$ cat src/rtl/chu_led_seq_pkg.sv
// Shared types and register map for the LED pattern sequencer slot core.
package chu_led_seq_pkg;

    typedef enum logic {
        ST_IDLE = 1'b0,
        ST_RUN  = 1'b1
    } state_t;

    localparam logic [4:0] ADDR_CTRL      = 5'd0;
    localparam logic [4:0] ADDR_NSTEPS    = 5'd1;
    localparam logic [4:0] ADDR_IDLE_PAT  = 5'd2;
    localparam logic [4:0] ADDR_STEP_BASE = 5'd16;

    localparam int CTRL_START = 0;
    localparam int CTRL_STOP  = 1;
    localparam int CTRL_LOOP  = 2;

    function automatic logic [4:0] clamp_nsteps(input logic [4:0] v, input int unsigned max_n);
        return (32'(v) > max_n) ? 5'(max_n) : v;
    endfunction

endpackage

$ cat src/rtl/led_ms_tick.sv
// Millisecond prescaler: counts 0..CLK_FREQ_KHZ-1 while enabled and pulses tick on wrap.
module led_ms_tick #(
    parameter int CLK_FREQ_KHZ = 100000
) (
    input  logic clk,
    input  logic reset,
    input  logic clr,
    input  logic en,
    output logic tick
);

    localparam int CW = (CLK_FREQ_KHZ > 1) ? $clog2(CLK_FREQ_KHZ) : 1;
    localparam logic [CW-1:0] LAST = CW'(CLK_FREQ_KHZ - 1);

    logic [CW-1:0] cnt;

    always_ff @(posedge clk or posedge reset) begin
        if (reset) begin
            cnt <= '0;
        end else if (clr) begin
            cnt <= '0;
        end else if (en) begin
            cnt <= (cnt == LAST) ? '0 : cnt + 1'b1;
        end
    end

    assign tick = en && !clr && (cnt == LAST);

endmodule

$ cat src/rtl/chu_led_seq.sv
// MMIO slot core that plays a table of (LED mask, duration in ms) steps once or in a loop.
module chu_led_seq
    import chu_led_seq_pkg::*;
#(
    parameter int W            = 8,
    parameter int N_STEPS      = 8,
    parameter int CLK_FREQ_KHZ = 100000
) (
    input  logic         clk,
    input  logic         reset,
    input  logic         cs,
    input  logic         read,
    input  logic         write,
    input  logic [4:0]   addr,
    input  logic [31:0]  wr_data,
    output logic [31:0]  rd_data,
    output logic [W-1:0] dout
);

    localparam int IW = (N_STEPS > 1) ? $clog2(N_STEPS) : 1;

    function automatic logic [7:0] sat_inc8(input logic [7:0] v);
        return (v == 8'hFF) ? v : v + 8'd1;
    endfunction

    state_t          state, state_nxt;
    logic            loop_en, done, done_nxt;
    logic [4:0]      nsteps;
    logic [W-1:0]    idle_pat, idle_pat_nxt;
    logic [W-1:0]    pat_tab [N_STEPS];
    logic [15:0]     dur_tab [N_STEPS];
    logic [W-1:0]    cur_pat, cur_pat_nxt;
    logic [15:0]     cur_dur, cur_dur_nxt, dur_eff;
    logic [15:0]     ms_cnt, ms_cnt_nxt;
    logic [IW-1:0]   idx, idx_nxt, idx_inc, step_sel;
    logic [7:0]      loop_cnt, loop_cnt_nxt;
    logic            wr_en, ctrl_wr, start_req, stop_req, is_step;
    logic            tick, step_end;
    logic            unused_bits;

    assign wr_en     = cs & write;
    assign ctrl_wr   = wr_en && (addr == ADDR_CTRL);
    assign stop_req  = ctrl_wr && wr_data[CTRL_STOP];
    // STOP wins over START; an empty table never starts
    assign start_req = ctrl_wr && wr_data[CTRL_START] && !wr_data[CTRL_STOP] && (nsteps != 5'd0);
    assign is_step   = addr[4] && ({1'b0, addr[3:0]} < 5'(N_STEPS));
    assign step_sel  = addr[IW-1:0];
    assign idx_inc   = idx + 1'b1;

    assign idle_pat_nxt = (wr_en && (addr == ADDR_IDLE_PAT)) ? wr_data[W-1:0] : idle_pat;

    led_ms_tick #(.CLK_FREQ_KHZ(CLK_FREQ_KHZ)) u_tick (
        .clk   (clk),
        .reset (reset),
        .clr   (start_req || (state == ST_IDLE)),
        .en    (state == ST_RUN),
        .tick  (tick)
    );

    assign dur_eff  = (cur_dur == 16'd0) ? 16'd1 : cur_dur;
    assign step_end = tick && (({1'b0, ms_cnt} + 17'd1) >= {1'b0, dur_eff});

    always_comb begin
        state_nxt    = state;
        done_nxt     = done;
        idx_nxt      = idx;
        loop_cnt_nxt = loop_cnt;
        cur_pat_nxt  = cur_pat;
        cur_dur_nxt  = cur_dur;
        ms_cnt_nxt   = ms_cnt;
        if ((state == ST_RUN) && stop_req) begin
            state_nxt  = ST_IDLE;
            ms_cnt_nxt = '0;
        end else if (start_req) begin
            state_nxt    = ST_RUN;
            done_nxt     = 1'b0;
            idx_nxt      = '0;
            loop_cnt_nxt = '0;
            cur_pat_nxt  = pat_tab[0];
            cur_dur_nxt  = dur_tab[0];
            ms_cnt_nxt   = '0;
        end else if ((state == ST_RUN) && step_end) begin
            ms_cnt_nxt = '0;
            // NSTEPS is re-read here so a shrink below idx+1 ends or wraps cleanly
            if ((5'(idx) + 5'd1) < nsteps) begin
                idx_nxt     = idx_inc;
                cur_pat_nxt = pat_tab[idx_inc];
                cur_dur_nxt = dur_tab[idx_inc];
            end else if (loop_en) begin
                idx_nxt      = '0;
                loop_cnt_nxt = sat_inc8(loop_cnt);
                cur_pat_nxt  = pat_tab[0];
                cur_dur_nxt  = dur_tab[0];
            end else begin
                state_nxt = ST_IDLE;
                done_nxt  = 1'b1;
            end
        end else if ((state == ST_RUN) && tick) begin
            ms_cnt_nxt = ms_cnt + 16'd1;
        end
    end

    always_ff @(posedge clk or posedge reset) begin
        if (reset) begin
            state    <= ST_IDLE;
            done     <= 1'b0;
            idx      <= '0;
            loop_cnt <= '0;
            cur_pat  <= '0;
            cur_dur  <= '0;
            ms_cnt   <= '0;
            dout     <= '0;
        end else begin
            state    <= state_nxt;
            done     <= done_nxt;
            idx      <= idx_nxt;
            loop_cnt <= loop_cnt_nxt;
            cur_pat  <= cur_pat_nxt;
            cur_dur  <= cur_dur_nxt;
            ms_cnt   <= ms_cnt_nxt;
            dout     <= (state_nxt == ST_RUN) ? cur_pat_nxt : idle_pat_nxt;
        end
    end

    always_ff @(posedge clk or posedge reset) begin
        if (reset) begin
            loop_en  <= 1'b0;
            nsteps   <= '0;
            idle_pat <= '0;
            for (int i = 0; i < N_STEPS; i++) begin
                pat_tab[i] <= '0;
                dur_tab[i] <= '0;
            end
        end else begin
            idle_pat <= idle_pat_nxt;
            if (ctrl_wr) begin
                loop_en <= wr_data[CTRL_LOOP];
            end
            if (wr_en && (addr == ADDR_NSTEPS)) begin
                nsteps <= clamp_nsteps(wr_data[4:0], N_STEPS);
            end
            if (wr_en && is_step) begin
                pat_tab[step_sel] <= wr_data[W-1:0];
                dur_tab[step_sel] <= wr_data[31:16];
            end
        end
    end

    always_comb begin
        rd_data = '0;
        if (addr == ADDR_CTRL) begin
            rd_data = {15'd0, loop_en, loop_cnt, 4'(idx), 2'b00, done, (state == ST_RUN)};
        end else if (addr == ADDR_NSTEPS) begin
            rd_data[4:0] = nsteps;
        end else if (addr == ADDR_IDLE_PAT) begin
            rd_data[W-1:0] = idle_pat;
        end else if (is_step) begin
            rd_data = {dur_tab[step_sel], 16'(pat_tab[step_sel])};
        end
    end

    // Reads have no side effects, so the read strobe is not needed
    assign unused_bits = ^{read, wr_data};

endmodule

$ cat config.mk
export PLATFORM = sky130hd
export DESIGN_NAME = chu_led_seq
export DESIGN_NICKNAME = d
export VERILOG_FILES = /design/src/rtl/chu_led_seq_pkg.sv /design/src/rtl/led_ms_tick.sv /design/src/rtl/chu_led_seq.sv
export SDC_FILE = /design/constraint.sdc
export NUM_CORES = 1
export LEC_CHECK = 0
export ABC_CLOCK_PERIOD_IN_PS = 9000
export CORE_ASPECT_RATIO = 1.75
export CORE_MARGIN = 2
export CORE_UTILIZATION = 32
export DETAILED_ROUTE_END_ITERATION = 12
export GPL_TIMING_DRIVEN = 1
export HOLD_SLACK_MARGIN = 0.06
export SYNTH_ARGS = -nofsm -noshare
export SYNTH_HDL_FRONTEND = slang
export SYNTH_HIERARCHICAL = 1
export SYNTH_SLANG_ARGS = --single-unit
$ cat constraint.sdc
create_clock -name clk -period 9 [get_ports clk]
set_clock_uncertainty 0.05 [all_clocks]
set_input_delay 0.9 -clock clk [delete_from_list [all_inputs] [get_ports clk]]
set_output_delay 0.9 -clock clk [all_outputs]
set_load 0.05 [all_outputs]
==> flow_summary.yaml, run 1 <==
power:
  p_int_mw: 2.36
  power.share.switching_pct: 27.6
  p_leak_nw: 7.99
  power_density_nw_per_um2: 182
  pwr-share-comb_pct: 16.2
  p_clk_share_pct: 36.6
  seqPwrFrac_pct: 47.2
  peakVddDrop_mv: 0.158
  p_switching_mw: 0.899
synthesis:
  synthTopCellsByArea: "dfrtp_1 45%, mux2_2 15%, mux4_2 7.7%"
  avgSynthCellArea_sq_um: 11.6
  synthFlopType: "dfrtp_1"
  synth_nets: 1423
  synth_largest_area_cell: "dfrtp_1"
  synth-seq-cells: 284
  yosysTopAreaCellShare_pct: 45.3
  synth.most_common_cell: "dfrtp_1"
  ys_warn_count: 6
  synth.cells.most_frequent: "284 x dfrtp_1, 203 x mux2_2, 112 x mux2i_1, 105 x nor2_1, 72 x nand2_1"
  netlist_instances: 1358
  seq_area_frac_synth_pct: 45.3
  synth.distinct_cells: 65
  synthArstFlopShare_pct: 100
  synth_edf_count: 0
  synth_area_sq_um: 15700
routing:
  wl_per_cell_um: 21.4
  via_per_inst: 5.45
  vias: 11247
  drt-total-wl_mm: 44.2
  drtPass1Iterations: 5
  antenna_left: 0
  drc: 0
  first_iter_violations: 662
placed_design:
  place_congestion: 0.798
  io_buffers: 72
  place_ws_ps: 3150
  hpwl_mm: 29.7
cts:
  cts.sinks: 284
  post_cts_buffers: 0
  worstSkewPairLatency_ps: 560
  clkSlewWorstSetupHoldPaths_ps: 60
  cts_tree: "yes"
  cts_buffers: 28
  cts.repair.resized: 0
  hold_buffers: 0
  htreeDepth: 1
  clock_tree.root_cell: "clkbuf_16"
  cts_buffer_depth: 3
floorplan:
  dieHeight_um: 297
  die_x_um: 171
  core_area_sq_um: 48600
  start_util_pct: 32.3
  io-pin-count: 82
  rows: 107
  die-area_sq_um: 50900
worst_setup_path:
  r2r_setup_slack_ps: 4400
  crit_path_start_kind: "primary input"
  r2r_cells: 13
  crit_buf_inv: 2
  cp.arrival_ps: 5710
  cpLargestDelayFamily: "simple AND/OR/NAND/NOR gates"
  path_depth: 13
  path_max_fanout: 36
  crit_start: "addr[4]"
  setup.worst_path.class: "primary input to flop"
  path_common_cell: "nand2_1"
  r2r_start: "ms_cnt[0]"
  required_ps: 9440
  slowest_delay_ps: 1010
  cp_slowest_cell: "o31a_1"
  setup.worst_path.end: "idx[2]"
  reg2reg_to: "idx[2]"
  end_kind: "flop"
  path_cells: "clkdlybuf4s50_1 > nor3_1 > and3_1 > nand4b_1 > buf_4 > nand2_1 > nand2b_2 > nor2_1 > nand2_1 > a41o_1 > o31a_1 > o21bai_1 > a21o_1"
global_routing:
  grt_pass1_wl_mm: 69.6
  antenna_found_initial: 1
  grt_max_degree: 171
  grt_pass1_vias: 11986
  grt_use_total_pct: 17.5
  grt_most_used_layer: "met2"
  use_met2_pct: 32.3
  globalRoute.totalOverflow: 0
  grt_use_met3_pct: 2.17
  groute.layer.met1.usage_pct: 20.3
run:
  cap_violations: 0
sta:
  clock.fmax_ghz: 0.190
  whs_ps: 455
  worst_slack_ps: 3740
  period_needed_ps: 5260
  finalSetupViolCount: 0
  drv_slew: 0
  finalHoldViolCount: 0
  fin_setup_tns_ps: 0
  slew_headroom_pct: 22.5
  rsz0062_at_grt: "no"
  fin_crit_sh_pct: 58.5
  tightest_slew_ps: 1160
layout:
  drive_gt1_share_pct: 24.7
  syn2layout_area_growth_pct: 14.4
  final_nets: 1457
  fin_util_pct: 36.9
  antenna_cells: 0
  nFillCells: 4737
run_status:
  status: "finished clean"
min_path:
  hp-class: "flop to flop"
==> worst min path at each step <==
stage | start | to | slack, ps | cells after the start
6_report | done | done | 460 | 2
5_1_grt | u_tick/cnt[12] | u_tick/cnt[12] | 490 | 1
4_1_cts | done | done | 460 | 2
3_5_place_dp | done | done | 440 | 2
3_3_place_gp | u_tick/cnt[12] | u_tick/cnt[12] | 420 | 1
2_1_floorplan | u_tick/cnt[12] | u_tick/cnt[12] | 400 | 1
==> final cells by class <==
cell class / instances / area (sq um) / share of cell area (%)
clock buffers: 43 / 828 / 4.61
clock inverters: 6 / 82.6 / 0.460
inverters: 31 / 124 / 0.690
multi-input cells: 953 / 8110 / 45.2
flip-flops and latches: 284 / 7110 / 39.6
well taps: 654 / 818 / 4.56
repair buffers: 94 / 886 / 4.93
==> tightest hold or removal path, stage by stage (launching register included) <==
cell,delay (ps)
dfrtp_1,350
a21oi_1,40
nor2_1,80
==> state kept, by name (all words and copies together), names as in the netlist, 5 cells and up <==
register	flops
cur_pat	8
u_tick/cnt	17
dur_tab	128
loop_cnt	8
dout	8
pat_tab	64
nsteps	5
idle_pat	8
ms_cnt	16
cur_dur	16
==> logic make-up (layout without fill, tap and decap cells) <==
group | count (synthesis) | in the layout | synth area share, %
adders and majority gates | 23 | 23 | 1.83
AOI/OAI and AO/OA | 231 | 231 | 9.09
muxes | 369 | 369 | 29.4
and+or+nand+nor | 306 | 306 | 9.70
xor gates and xnor gates | 24 | 24 | 1.39
DFF | 284 | 284 | 45.3
buffers and inverters | 121 | 174 | 3.28
==> power by group through the flow <==
stage,clock network (mW),logic [mW],registers (mW)
floorplan,0,0.389,1.53
global placement,0,0.521,1.55
detailed placement,0,0.533,1.56
CTS,1.22,0.535,1.54
global route,1.27,0.579,1.56
finish,1.19,0.528,1.54
==> stage by stage <==
stage	area (sq um)	total power [mW]	cells
2_1_floorplan	15700	1.92	1358
3_3_place_gp	17000	2.07	2016
3_5_place_dp	17000	2.10	2016
4_1_cts	18000	3.29	2065
5_1_grt	18000	3.41	2065
6_report	18000	3.26	2065
==> cell usage in the layout (no fill, tap or decap), types with 14 or more instances in the layout <==
cell / n
o21ai_1: 14
o21ai_0: 55
nand4_1: 17
nand2_1: 71
nand3_1: 21
a21o_1: 14
buf_4: 22
inv_1: 29
mux4_2: 54
mux2i_1: 112
clkdlybuf4s50_1: 69
clkbuf_16: 29
o22ai_1: 38
mux2_2: 203
xnor2_1: 14
and3_1: 19
dfrtp_1: 283
a21oi_1: 50
nor2_1: 100
ha_1: 22
==> layer usage <==
| metal | wire [um] | part of all wire, % |
|---|---|---|
| met5 | 12 | 0.027 |
| met4 | 1670 | 3.8 |
| met3 | 2020 | 4.6 |
| met2 | 23500 | 53 |
| met1 | 16900 | 38 |
(Power assumes the default switching activity.)
==> run 2: changes to the inputs <==
- ABC_CLOCK_PERIOD_IN_PS: 9000 -> 4600
- clock period: 9 -> 4.6 ns (I/O delays scaled with it)
==> flow_summary.yaml, run 2 (same netlist as run 1, synthesis figures left out) <==
run_status:
  status: "finished clean"
cts:
  cts_buffers: 28
  post_cts_buffers: 0
  htreeDepth: 1
  clock_tree.root_cell: "clkbuf_16"
  cts_buffer_depth: 3
  worstSkewPairLatency_ps: 570
  clkSlewWorstSetupHoldPaths_ps: 60
  cts.repair.resized: 0
  hold_buffers: 0
  cts_tree: "yes"
  cts.sinks: 284
power:
  power.total_mw: 6.52
  p_leak_nw: 8.12
  power.share.switching_pct: 27.6
  p_clk_share_pct: 37.7
  power_density_nw_per_um2: 358
  p_int_mw: 4.72
  peakVddDrop_mv: 0.268
  seqPwrFrac_pct: 46.2
  pwr-share-comb_pct: 16.1
  p_switching_mw: 1.80
floorplan:
  core_area_sq_um: 48600
  io-pin-count: 82
  die-area_sq_um: 50900
  dieHeight_um: 297
  start_util_pct: 32.3
  die_x_um: 171
  rows: 107
global_routing:
  grt_use_total_pct: 17.6
  antenna_found_initial: 0
  grt_most_used_layer: "met2"
  globalRoute.totalOverflow: 0
  grt_pass1_vias: 12009
  grt_pass1_wl_mm: 69.6
  grt_max_degree: 123
  use_met2_pct: 31.7
  grt_use_met3_pct: 2.62
  groute.layer.met1.usage_pct: 19.8
layout:
  nFillCells: 4691
  final_cell_mix: "283 x dfrtp_1, 203 x mux2_2, 112 x mux2i_1, 100 x nor2_1, 72 x nand2_1"
  largest_registers: "dur_tab: 128 flops, pat_tab: 64 flops, u_tick/cnt: 17 flops"
  antenna_cells: 0
  layout_commonest_cell: "dfrtp_1"
  largest_reg_flops: 128
  fin_util_pct: 37.4
  drive_gt1_share_pct: 25.9
  final_area_sq_um: 18200
  final_nets: 1479
  syn2layout_area_growth_pct: 15.8
  top_register: "dur_tab"
worst_setup_path:
  cp.arrival_ps: 4400
  end_kind: "flop"
  r2r_setup_slack_ps: 640
  required_ps: 5040
  path_max_fanout: 8
  crit_path_start_kind: "flop"
  r2r_cells: 13
  setup.worst_path.class: "flop to flop"
routing:
  via_per_inst: 5.44
  vias: 11354
  drc: 0
  wl_per_cell_um: 21.3
  drt-total-wl_mm: 44.4
  drtPass1Iterations: 7
  first_iter_violations: 620
  antenna_left: 0
sta:
  clock.fmax_ghz: 0.252
  finalSetupViolCount: 0
  tightest_slew_ps: 1090
  period_needed_ps: 3960
  fin_setup_tns_ps: 0
  fin_crit_sh_pct: 86.2
  slew_headroom_pct: 26.7
  rsz0062_at_grt: "no"
  whs_ps: 307
  finalHoldViolCount: 0
  drv_slew: 0
placed_design:
  place_congestion: 0.853
  io_buffers: 72
  hpwl_mm: 31.0
  placed_cell_area_sq_um: 17200
min_path:
  hp-class: "primary input to async pin"
run:
  cap_violations: 0
## run 2: area by class of cell
| class | instances | area (sq um) | area share (%) |
|---|---|---|---|
| Clock buffer | 43 | 848 | 4.67 |
| Clock inverter | 7 | 119 | 0.654 |
| Inverter | 31 | 120 | 0.661 |
| Multi-Input combinational cell | 953 | 8100 | 44.6 |
| Sequential cell | 284 | 7110 | 39.1 |
| Tap cell | 654 | 818 | 4.50 |
| Timing Repair Buffer | 116 | 1060 | 5.85 |
## run 2: power by group through the flow
stage | clock, mW | sequential (mW) | combinational, mW
6_report | 2.46 | 3.01 | 1.05
5_1_grt | 2.60 | 3.05 | 1.14
4_1_cts | 2.51 | 3.01 | 1.06
3_5_place_dp | 0 | 3.05 | 1.05
3_3_place_gp | 0 | 3.04 | 1.03
2_1_floorplan | 0 | 2.99 | 0.761
## run 2: critical path, cell delays in order, from the launching register on
cell and delay (ps):
dfrtp_1 430, ha_1 260, and3_1 250, and3_1 240, and3_1 180, xor2_1 210
ha_1 280, a21oi_1 140, o221ai_1 130, a22oi_1 270, nand4_1 340, a31o_2 360
nor2_2 480, mux2i_1 270
## run 2: final timing paths
path	end	from
setup reg to reg	dout[7]	ms_cnt[0]
max in group asynchronous	dur_tab[18]	reset
hold / removal	dout[7]	reset
min in group clk	u_tick/cnt[16]	u_tick/cnt[16]
hold reg to reg	u_tick/cnt[16]	u_tick/cnt[16]
setup / recovery	dout[7]	ms_cnt[0]
## run 2: per-stage QoR
step / cells / worst slack (ps)
3_5_place_dp: 2038 / 589
3_3_place_gp: 2038 / 634
5_1_grt: 2088 / 209
2_1_floorplan: 1358 / 565
4_1_cts: 2088 / 578
6_report: 2088 / 636
## run 2: metal layers
metal / wire length [um] / share of wire [%]
met1: 17000 / 38
met2: 23200 / 52
met3: 2030 / 4.6
met4: 2190 / 4.9
met5: 0 / 0
==> run 3: changes to the inputs <==
- CORE_MARGIN: 2 -> 8
- SKIP_CTS_REPAIR_TIMING: default -> 1
==> flow_summary.yaml, run 3 (same netlist as run 1, synthesis figures left out) <==
run_status:
  status: "finished clean"
routing:
  via_per_inst: 5.38
  first_iter_violations: 724
  drc: 0
  wl_per_cell_um: 21.3
  antenna_left: 0
  drtPass1Iterations: 5
  vias: 11251
  drt-total-wl_mm: 44.6
cts:
  cts_buffer_depth: 3
  cts_buffers: 27
  cts.sinks: 284
  worstSkewPairLatency_ps: 570
  cts_tree: "yes"
  clock_tree.root_cell: "clkbuf_16"
  htreeDepth: 1
  clkSlewWorstSetupHoldPaths_ps: 70
placed_design:
  dp.cells: 2039
  placed_cell_area_sq_um: 17200
  io_buffers: 72
  hpwl_mm: 31.3
  place_congestion: 0.840
sta:
  fin_setup_tns_ps: 0
  drv_slew: 0
  slew_headroom_pct: 19.4
  clock.fmax_ghz: 0.244
  rsz0062_at_grt: "no"
  finalHoldViolCount: 0
  tightest_slew_ps: 1200
  period_needed_ps: 4100
  finalSetupViolCount: 0
  fin_crit_sh_pct: 89.2
floorplan:
  io-pin-count: 82
  dieHeight_um: 309
  core_area_sq_um: 48600
  start_util_pct: 32.3
  die-area_sq_um: 56700
  die_x_um: 183
  rows: 107
worst_setup_path:
  cpLargestDelayFamily: "simple AND/OR/NAND/NOR gates"
  cp.arrival_ps: 4520
  crit_buf_inv: 0
  r2r_cells: 13
  crit_path_start_kind: "flop"
  path_max_fanout: 15
  slowest_delay_ps: 660
  reg2reg_to: "dout[6]"
  setup.worst_path.class: "flop to flop"
  r2r_setup_slack_ps: 500
  path_cells: "ha_1 > and3_1 > and3_1 > and2_1 > xor2_1 > ha_1 > nand4_1 > nor3_1 > o21ai_0 > a41o_1 > nor2_1 > o22ai_1 > mux2i_1"
  end_kind: "flop"
  required_ps: 5020
  r2r_start: "ms_cnt[0]"
  cp_slowest_cell: "nor2_1"
min_path:
  hp-class: "primary input to async pin"
global_routing:
  globalRoute.totalOverflow: 0
  antenna_found_initial: 4
  grt_max_degree: 108
  grt_pass1_vias: 11837
  grt_use_total_pct: 15.6
  grt_pass1_wl_mm: 69.7
layout:
  final_area_sq_um: 18200
  final_nets: 1479
  drive_gt1_share_pct: 26.2
  top_register: "dur_tab"
  nFillCells: 4757
  largest_reg_flops: 128
  ff_latch_area_sq_um: 7110
  largest_registers: "dur_tab: 128 flops, pat_tab: 64 flops, u_tick/cnt: 17 flops"
  stdcell_count: 2091
  final_cell_mix: "283 x dfrtp_1, 203 x mux2_2, 112 x mux2i_1, 100 x nor2_1, 72 x nand2_1"
  syn2layout_area_growth_pct: 15.7
  multi_input_area_sq_um: 8100
  layout_commonest_cell: "dfrtp_1"
power:
  p_leak_nw: 8.13
  power_density_nw_per_um2: 352
  peakVddDrop_mv: 0.265
run:
  cap_violations: 0
[run 3: worst max path at each step]
stage	startpoint	end	slack (ps)	cells after the start
after global placement	ms_cnt[0]	cur_pat[6]	620	13
final	ms_cnt[0]	dout[6]	500	13
after floorplan	reset	cur_dur[0]	560	1
after global routing	ms_cnt[0]	cur_pat[6]	210	13
after CTS	ms_cnt[0]	dout[2]	570	13
after detailed placement	ms_cnt[0]	dout[2]	590	13
[run 3: per-stage QoR]
| step | power [mW] | hold WS [ps] | utilization, % | worst slack [ps] |
|---|---|---|---|---|
| after global placement | 4.07 | 418 | 35.5 | 618 |
| after CTS | 6.44 | 336 | 37.4 | 566 |
| after global routing | 6.66 | 406 | 37.4 | 212 |
| after floorplan | 3.75 | 336 | - | 565 |
| after detailed placement | 4.11 | 432 | 35.5 | 587 |
| final | 6.39 | 330 | 37.4 | 497 |
[run 3: per-layer routing]
| metal | routed length (um) | global-route usage, % | vias to the layer above | share of wire [%] |
|---|---|---|---|---|
| met1 | 17400 | 17.4 | 5752 | 39 |
| met4 | 1570 | 6.26 | 4 | 3.5 |
| met2 | 23600 | 29.0 | 265 | 53 |
| li1 | - | - | 5140 | - |
| met5 | 29 | 0 | - | 0.065 |
| met3 | 2130 | 2.69 | 90 | 4.8 |
[run 3: layout make-up]
cell class,count,share of cell area [%]
tap,654,4.51
multi-input combinational,953,44.6
clock inverter,11,0.599
timing repair buffer,117,6.04
clock buffer,39,4.41
antenna,2,0.0276
inverter,31,0.661
sequential,284,39.1
[run 3: where the power goes]
part | total (mW) | internal [mW] | switching [mW]
clock | 2.33 | 1.32 | 1.01
sequential | 3.01 | 2.77 | 0.237
combinational | 1.05 | 0.514 | 0.536
